==> config.mk <==
export PLATFORM = sky130hd
export DESIGN_NAME = operand_fetch_stage_flat
export DESIGN_NICKNAME = d
export VERILOG_FILES = /design/src/rtl/operand_fetch_stage_if.sv /design/src/rtl/operand_fetch_stage.sv /design/src/flat_wrapper.sv
export SDC_FILE = /design/constraint.sdc
export NUM_CORES = 1
export LEC_CHECK = 0
export ABC_AREA = 0
export CAP_MARGIN = 10
export CORE_ASPECT_RATIO = 1.4
export CORE_MARGIN = 2
export CORE_UTILIZATION = 50
export DETAILED_ROUTE_END_ITERATION = 12
export DONT_BUFFER_PORTS = 1
export PLACE_DENSITY = 0.75
export REMOVE_ABC_BUFFERS = 1
export SYNTH_ARGS = -nofsm -noshare
export SYNTH_HDL_FRONTEND = slang
export SYNTH_SLANG_ARGS = --single-unit
==> constraint.sdc <==
create_clock -name clk -period 2.7 [get_ports clk]
set_input_delay 0.54 -clock clk [delete_from_list [all_inputs] [get_ports clk]]
set_output_delay 0.54 -clock clk [all_outputs]
set_load 0.005 [all_outputs]
==> src/rtl/operand_fetch_stage_if.sv <==
// Instruction-in / operands-out handshake bundle of the operand-fetch stage.
// The master is the decode side; the slave is the operand-fetch stage itself.
interface operand_fetch_stage_if #(
   parameter int DATA_W = 32,
   parameter int ADDR_W = 5,
   parameter int TAG_W  = 16
) ();
   logic              in_valid;
   logic              in_ready;
   logic [ADDR_W-1:0] in_rs1;
   logic [ADDR_W-1:0] in_rs2;
   logic [ADDR_W-1:0] in_rd;
   logic [TAG_W-1:0]  in_tag;

   logic              out_valid;
   logic              out_ready;
   logic [DATA_W-1:0] out_op1;
   logic [DATA_W-1:0] out_op2;
   logic [ADDR_W-1:0] out_rd;
   logic [TAG_W-1:0]  out_tag;

   modport master (
      output in_valid, in_rs1, in_rs2, in_rd, in_tag, out_ready,
      input  in_ready, out_valid, out_op1, out_op2, out_rd, out_tag
   );

   modport slave (
      input  in_valid, in_rs1, in_rs2, in_rd, in_tag, out_ready,
      output in_ready, out_valid, out_op1, out_op2, out_rd, out_tag
   );
endinterface

==> src/rtl/operand_fetch_stage.sv <==
// Two-stage operand fetch: S1 drives register-file read addresses, S2 holds resolved
// operands, forwarding any write-back the register file cannot yet show.
module operand_fetch_stage #(
   parameter int DATA_W = 32,
   parameter int ADDR_W = 5,
   parameter int TAG_W  = 16
) (
   input  logic                 clk,
   input  logic                 reset,
   operand_fetch_stage_if.slave bus,
   output logic [ADDR_W-1:0]    rf_read1,
   output logic [ADDR_W-1:0]    rf_read2,
   input  logic [DATA_W-1:0]    rf_data1,
   input  logic [DATA_W-1:0]    rf_data2,
   input  logic                 wb_enable,
   input  logic [ADDR_W-1:0]    wb_reg,
   input  logic [DATA_W-1:0]    wb_data
);

   function automatic logic wb_hit(input logic en, input logic [ADDR_W-1:0] wreg,
                                   input logic [ADDR_W-1:0] a);
      return en && (wreg != {ADDR_W{1'b0}}) && (wreg == a);
   endfunction

   // Operand priority: r0, write landing now, write that landed on the RF sample edge, RF data.
   function automatic logic [DATA_W-1:0] resolve(input logic [ADDR_W-1:0] rs,
                                                 input logic hit_now, input logic [DATA_W-1:0] wdata,
                                                 input logic byp_en, input logic [DATA_W-1:0] byp_data,
                                                 input logic [DATA_W-1:0] rf_data);
      if (rs == {ADDR_W{1'b0}})
         return {DATA_W{1'b0}};
      else if (hit_now)
         return wdata;
      else if (byp_en)
         return byp_data;
      else
         return rf_data;
   endfunction

   logic              advance_s;
   logic              s1_valid_q, s1_valid_d;
   logic [ADDR_W-1:0] s1_rs1_q, s1_rs1_d, s1_rs2_q, s1_rs2_d, s1_rd_q, s1_rd_d;
   logic [TAG_W-1:0]  s1_tag_q, s1_tag_d;
   logic              out_valid_q, out_valid_d;
   logic [ADDR_W-1:0] out_rs1_q, out_rs1_d, out_rs2_q, out_rs2_d, out_rd_q, out_rd_d;
   logic [TAG_W-1:0]  out_tag_q, out_tag_d;
   logic [DATA_W-1:0] out_op1_q, out_op1_d, out_op2_q, out_op2_d;
   logic              byp1_en_q, byp1_en_d, byp2_en_q, byp2_en_d;
   logic [DATA_W-1:0] byp_data_q, byp_data_d;

   assign advance_s     = !out_valid_q || bus.out_ready;
   assign bus.in_ready  = advance_s;
   // A stalled S1 keeps re-reading its own sources so rf_data stays current for it.
   assign rf_read1      = advance_s ? bus.in_rs1 : s1_rs1_q;
   assign rf_read2      = advance_s ? bus.in_rs2 : s1_rs2_q;
   assign bus.out_valid = out_valid_q;
   assign bus.out_op1   = out_op1_q;
   assign bus.out_op2   = out_op2_q;
   assign bus.out_rd    = out_rd_q;
   assign bus.out_tag   = out_tag_q;

   // Next-state for both pipeline stages and the same-edge bypass registers.
   always_comb begin
      s1_valid_d  = s1_valid_q;
      s1_rs1_d    = s1_rs1_q;
      s1_rs2_d    = s1_rs2_q;
      s1_rd_d     = s1_rd_q;
      s1_tag_d    = s1_tag_q;
      out_valid_d = out_valid_q;
      out_rs1_d   = out_rs1_q;
      out_rs2_d   = out_rs2_q;
      out_rd_d    = out_rd_q;
      out_tag_d   = out_tag_q;
      out_op1_d   = out_op1_q;
      out_op2_d   = out_op2_q;
      byp1_en_d   = wb_hit(wb_enable, wb_reg, rf_read1);
      byp2_en_d   = wb_hit(wb_enable, wb_reg, rf_read2);
      byp_data_d  = wb_data;
      if (advance_s) begin
         s1_valid_d  = bus.in_valid;
         s1_rs1_d    = bus.in_rs1;
         s1_rs2_d    = bus.in_rs2;
         s1_rd_d     = bus.in_rd;
         s1_tag_d    = bus.in_tag;
         out_valid_d = s1_valid_q;
         out_rs1_d   = s1_rs1_q;
         out_rs2_d   = s1_rs2_q;
         out_rd_d    = s1_rd_q;
         out_tag_d   = s1_tag_q;
         out_op1_d   = resolve(s1_rs1_q, wb_hit(wb_enable, wb_reg, s1_rs1_q), wb_data,
                               byp1_en_q, byp_data_q, rf_data1);
         out_op2_d   = resolve(s1_rs2_q, wb_hit(wb_enable, wb_reg, s1_rs2_q), wb_data,
                               byp2_en_q, byp_data_q, rf_data2);
      end else begin
         // Held operands keep absorbing writes; only older instructions can produce them.
         if (wb_hit(wb_enable, wb_reg, out_rs1_q))
            out_op1_d = wb_data;
         else
            out_op1_d = out_op1_q;
         if (wb_hit(wb_enable, wb_reg, out_rs2_q))
            out_op2_d = wb_data;
         else
            out_op2_d = out_op2_q;
      end
   end

   // State registers with synchronous reset discarding in-flight instructions.
   always_ff @(posedge clk) begin
      if (reset) begin
         s1_valid_q  <= 1'b0;
         s1_rs1_q    <= {ADDR_W{1'b0}};
         s1_rs2_q    <= {ADDR_W{1'b0}};
         s1_rd_q     <= {ADDR_W{1'b0}};
         s1_tag_q    <= {TAG_W{1'b0}};
         out_valid_q <= 1'b0;
         out_rs1_q   <= {ADDR_W{1'b0}};
         out_rs2_q   <= {ADDR_W{1'b0}};
         out_rd_q    <= {ADDR_W{1'b0}};
         out_tag_q   <= {TAG_W{1'b0}};
         out_op1_q   <= {DATA_W{1'b0}};
         out_op2_q   <= {DATA_W{1'b0}};
         byp1_en_q   <= 1'b0;
         byp2_en_q   <= 1'b0;
         byp_data_q  <= {DATA_W{1'b0}};
      end else begin
         s1_valid_q  <= s1_valid_d;
         s1_rs1_q    <= s1_rs1_d;
         s1_rs2_q    <= s1_rs2_d;
         s1_rd_q     <= s1_rd_d;
         s1_tag_q    <= s1_tag_d;
         out_valid_q <= out_valid_d;
         out_rs1_q   <= out_rs1_d;
         out_rs2_q   <= out_rs2_d;
         out_rd_q    <= out_rd_d;
         out_tag_q   <= out_tag_d;
         out_op1_q   <= out_op1_d;
         out_op2_q   <= out_op2_d;
         byp1_en_q   <= byp1_en_d;
         byp2_en_q   <= byp2_en_d;
         byp_data_q  <= byp_data_d;
      end
   end

endmodule
==> src/flat_wrapper.sv <==
// flat-port wrapper written by rule: the top's interface ports become plain ports
module operand_fetch_stage_flat 
#(
   parameter int DATA_W = 32,
   parameter int ADDR_W = 5,
   parameter int TAG_W  = 16
)
  (clk, reset, rf_read1, rf_read2, rf_data1, rf_data2, wb_enable, wb_reg, wb_data, bus_in_valid, bus_in_rs1, bus_in_rs2, bus_in_rd, bus_in_tag, bus_out_ready, bus_in_ready, bus_out_valid, bus_out_op1, bus_out_op2, bus_out_rd, bus_out_tag);
  operand_fetch_stage_if #(.DATA_W(DATA_W), .ADDR_W(ADDR_W), .TAG_W(TAG_W)) bus_i ();
  input  logic clk;
  input  logic reset;
  output logic [ADDR_W-1:0] rf_read1;
  output logic [ADDR_W-1:0] rf_read2;
  input  logic [DATA_W-1:0] rf_data1;
  input  logic [DATA_W-1:0] rf_data2;
  input  logic wb_enable;
  input  logic [ADDR_W-1:0] wb_reg;
  input  logic [DATA_W-1:0] wb_data;
  input wire logic [$bits(bus_i.in_valid)-1:0] bus_in_valid;
  input wire logic [$bits(bus_i.in_rs1)-1:0] bus_in_rs1;
  input wire logic [$bits(bus_i.in_rs2)-1:0] bus_in_rs2;
  input wire logic [$bits(bus_i.in_rd)-1:0] bus_in_rd;
  input wire logic [$bits(bus_i.in_tag)-1:0] bus_in_tag;
  input wire logic [$bits(bus_i.out_ready)-1:0] bus_out_ready;
  output wire logic [$bits(bus_i.in_ready)-1:0] bus_in_ready;
  output wire logic [$bits(bus_i.out_valid)-1:0] bus_out_valid;
  output wire logic [$bits(bus_i.out_op1)-1:0] bus_out_op1;
  output wire logic [$bits(bus_i.out_op2)-1:0] bus_out_op2;
  output wire logic [$bits(bus_i.out_rd)-1:0] bus_out_rd;
  output wire logic [$bits(bus_i.out_tag)-1:0] bus_out_tag;
  assign bus_i.in_valid = bus_in_valid;
  assign bus_i.in_rs1 = bus_in_rs1;
  assign bus_i.in_rs2 = bus_in_rs2;
  assign bus_i.in_rd = bus_in_rd;
  assign bus_i.in_tag = bus_in_tag;
  assign bus_i.out_ready = bus_out_ready;
  assign bus_in_ready = bus_i.in_ready;
  assign bus_out_valid = bus_i.out_valid;
  assign bus_out_op1 = bus_i.out_op1;
  assign bus_out_op2 = bus_i.out_op2;
  assign bus_out_rd = bus_i.out_rd;
  assign bus_out_tag = bus_i.out_tag;
  operand_fetch_stage #(.DATA_W(DATA_W), .ADDR_W(ADDR_W), .TAG_W(TAG_W)) u_core (.clk(clk), .reset(reset), .bus(bus_i), .rf_read1(rf_read1), .rf_read2(rf_read2), .rf_data1(rf_data1), .rf_data2(rf_data2), .wb_enable(wb_enable), .wb_reg(wb_reg), .wb_data(wb_data));
endmodule
==> results.json <==
{
  "outcome": "finished, final reports clean",
  "synth.distinct_cells": 27,
  "ys.flop_type": "dfxtp_1",
  "syn_inst": 921,
  "root_buffer": "clkbuf_16",
  "initial_utilization_pct": 50.8,
  "powerDensity_nw_per_um2": 650,
  "min_period_ns": 2.45,
  "track_usage_pct": 26.6,
  "pre_cts_ws_ns": 0.316,
  "overflow": 0,
  "worstSetupStartpointType": "flip-flop",
  "num_vias": 6839,
  "reg2reg_depth": 6,
  "grt_pass1_wl_mm": 35.0,
  "grt_pass1_vias": 6568,
  "power.switching_uw": 1500,
  "cts_setup_buffers": 0,
  "hold_path.class": "input port to flip-flop",
  "synth_top_area_share_pct": 41.0,
  "reg2reg_to": "u_core.byp1_en_q$_SDFF_PP0_",
  "setup_ws_ns": 0.246,
  "remaining_drc_errors": 0,
  "critPathKind": "flip-flop to output port",
  "slew_headroom_pct": 35.4,
  "power_frac_clock_pct": 41.7,
  "cts-resized-gates": 0,
  "cp_max_fo": 26,
  "intPower_uw": 4080,
  "avgRoutedWirePerCell_um": 21.2,
  "arrival_ns": 1.91,
  "ctsHtreeMaxLevel": 4,
  "grt_max_degree": 163,
  "worst_pin_slew_ns": 0.967,
  "fin_worst_skew_ns": 0.00933,
  "syn2layout_area_growth_pct": 8.58,
  "clockBufferDepth": 2,
  "yosysWarnings": 0,
  "cts_hold_buf": 0,
  "grt_antenna_before_repair": 0,
  "p_leak_uw": 0.00285,
  "io-pin-count": 234,
  "ys_top_cells_by_count": "162 x dfxtp_1, 108 x nand2_1, 74 x mux2i_1",
  "antenna_cells": 0,
  "period_share_pct": 90.9,
  "die_x_um": 110,
  "tritoncts": "done",
  "dr.pass1.iters": 5,
  "core_area_um2": 15500,
  "rr_startpoint": "u_core.bus.out_valid$_SDFFE_PP0N_",
  "reg2reg_slack_ns": 0.65,
  "dr.first_iter.drc_count": 637,
  "place_area_um2": 8020,
  "sw_frac_of_total_pct": 26.8,
  "power_uw": 5570,
  "clock_latency_ns": 0.43,
  "cts.reportedPaths.clkPinSlew_ns": 0.07,
  "placement.io_buffers": 0,
  "synth_edf_count": 0,
  "ys_seq_elements": 162,
  "ys_seq_area_share_pct": 41.0,
  "ys_async_sr_fraction_pct": 0,
  "clock_sinks": 162,
  "crit_path_end_kind": "output port",
  "postLayoutCellArea_um2": 8580,
  "place_hpwl_mm": 13.8,
  "maxSlewViolCount": 0,
  "routed_wl_mm": 22.7,
  "cts_made_buffers": 17,
  "fmax_mhz": 407,
  "final_layout_size_suffix_gt1_share_pct": 10.6,
  "placed_cells": 1040,
  "seqPwrFrac_pct": 48.2,
  "rsz0062_at_grt": "no",
  "p_comb_share_pct": 10.1,
  "critPathRequiredTime_ns": 2.16,
  "synth_largest_area_cell": "dfxtp_1",
  "vdd_drop_max_mv": 0.509,
  "ys_top_cells_by_area": "dfxtp_1 41%, mux2i_1 9.4%, a311oi_2 5.9%",
  "final_cell_count_no_fill": 1071,
  "crit_path_end": "rf_read1[2]",
  "maxCapViolations": 0,
  "detail-route-antenna-nets": 0,
  "startpoint": "u_core.bus.out_valid$_SDFFE_PP0N_",
  "yosysMostFrequentCell": "dfxtp_1",
  "setup_viol": 0,
  "die_area_um2": 16800,
  "die_y_um": 153,
  "rows": 54,
  "netlist_area_um2": 7900,
  "hold_viol_final": 0,
  "via_per_inst": 6.39,
  "syn_area_per_cell_um2": 8.58,
  "fin_nets": 1000,
  "finalWeightedCongestion": 0.807
}
==> per-stage QoR <==
stage	hold WS, ns	setup TNS, ns	util (%)
floorplan	0.426	-780.79	-
finish	0.192	0	55.2
global placement	0.433	0	51.6
CTS	0.170	0	55.2
detailed placement	0.440	0	51.6
global route	0.171	0	55.2
==> flip-flops by register name, summed over array words and instances, names as in the netlist <==
name                  cells
u_core.bus.out_op1       32
u_core.bus.out_op2       32
u_core.byp_data_q        32
u_core.bus.out_tag       16
u_core.s1_tag_q          16
u_core.bus.out_rd         5
u_core.out_rs1_q          5
u_core.out_rs2_q          5
u_core.s1_rd_q            5
u_core.s1_rs1_q           5
u_core.s1_rs2_q           5
u_core.bus.out_valid      1
u_core.byp1_en_q          1
u_core.byp2_en_q          1
u_core.s1_valid_q         1
==> layout by cell type (no fill, tap or decap), drive strengths merged <==
master,Yosys,final
a21oi,53,53
a311oi,64,64
buf,21,17
bufinv,0,1
clkbuf,73,17
clkinv,0,3
clkinvlp,0,6
dfxtp,162,162
inv,11,15
mux2i,74,74
nand2,108,108
nand3,68,68
nand4,2,2
nor2,16,16
nor2b,33,33
nor3,66,66
nor4,4,4
o21ai,67,67
or3,66,66
or4,3,3
xnor2,18,18
xor2,12,12
==> worst max-delay path, stage by stage (launching register included) <==
cell and delay [ns]:
dfxtp_1 0.34, nor2b_4 0.40, inv_4 0.24, mux2i_1 0.38, inv_1 0.11
==> final cells by class <==
class / instances / area [µm²]
well taps: 196 / 245
repair buffers: 17 / 228
multi-input cells: 654 / 4260
clock inverters: 14 / 133
inverters: 11 / 43.8
clock buffers: 17 / 425
flip-flops and latches: 162 / 3250
fillers: 1438 / 6960
==> worst min path at each step <==
| stage | start | endpoint | slack, ns | cells past startpoint |
|---|---|---|---|---|
| after floorplan | u_core.s1_rd_q[0]$_SDFFE_PP0N_ | u_core.s1_rd_q[0]$_SDFFE_PP0N_ | 0.43 | 2 |
| after global routing | reset | u_core.s1_rs2_q[1]$_SDFF_PP0_ | 0.17 | 1 |
| after CTS | reset | u_core.byp_data_q[2]$_SDFF_PP0_ | 0.17 | 1 |
| after global placement | u_core.s1_tag_q[0]$_SDFFE_PP0N_ | u_core.s1_tag_q[0]$_SDFFE_PP0N_ | 0.43 | 2 |
| final | reset | u_core.s1_rs2_q[4]$_SDFF_PP0_ | 0.19 | 1 |
| after detailed placement | u_core.s1_tag_q[11]$_SDFFE_PP0N_ | u_core.s1_tag_q[11]$_SDFFE_PP0N_ | 0.44 | 2 |
==> cell families after synthesis <==
kind of cell	after synthesis	share of synthesized area [%]
AO/OA/AOI/OAI	184	17.3
multiplexers	74	9.37
flip-flops	162	41.0
AND/OR/NAND/NOR	366	23.2
XOR/XNOR	30	3.33
buffers and inverters	105	5.78
==> power groups by stage <==
| stage | clock network, µW | logic, µW | registers [µW] |
|---|---|---|---|
| 2_1_floorplan | 0 | 426 | 2690 |
| 3_3_place_gp | 0 | 547 | 2740 |
| 3_5_place_dp | 0 | 564 | 2740 |
| 4_1_cts | 2360 | 565 | 2690 |
| 5_1_grt | 2450 | 628 | 2710 |
| 6_report | 2320 | 563 | 2690 |
==> metal layers <==
layer,share of wire (%),wire length (µm),vias up,global-route usage (%)
met1,37,8470,3256,30.3
met3,10,2340,56,9.45
met2,49,11100,339,44.2
li1,-,-,3188,-
met5,0,0,-,0
met4,3.1,709,0,11.0
(Power assumes the default switching activity.)
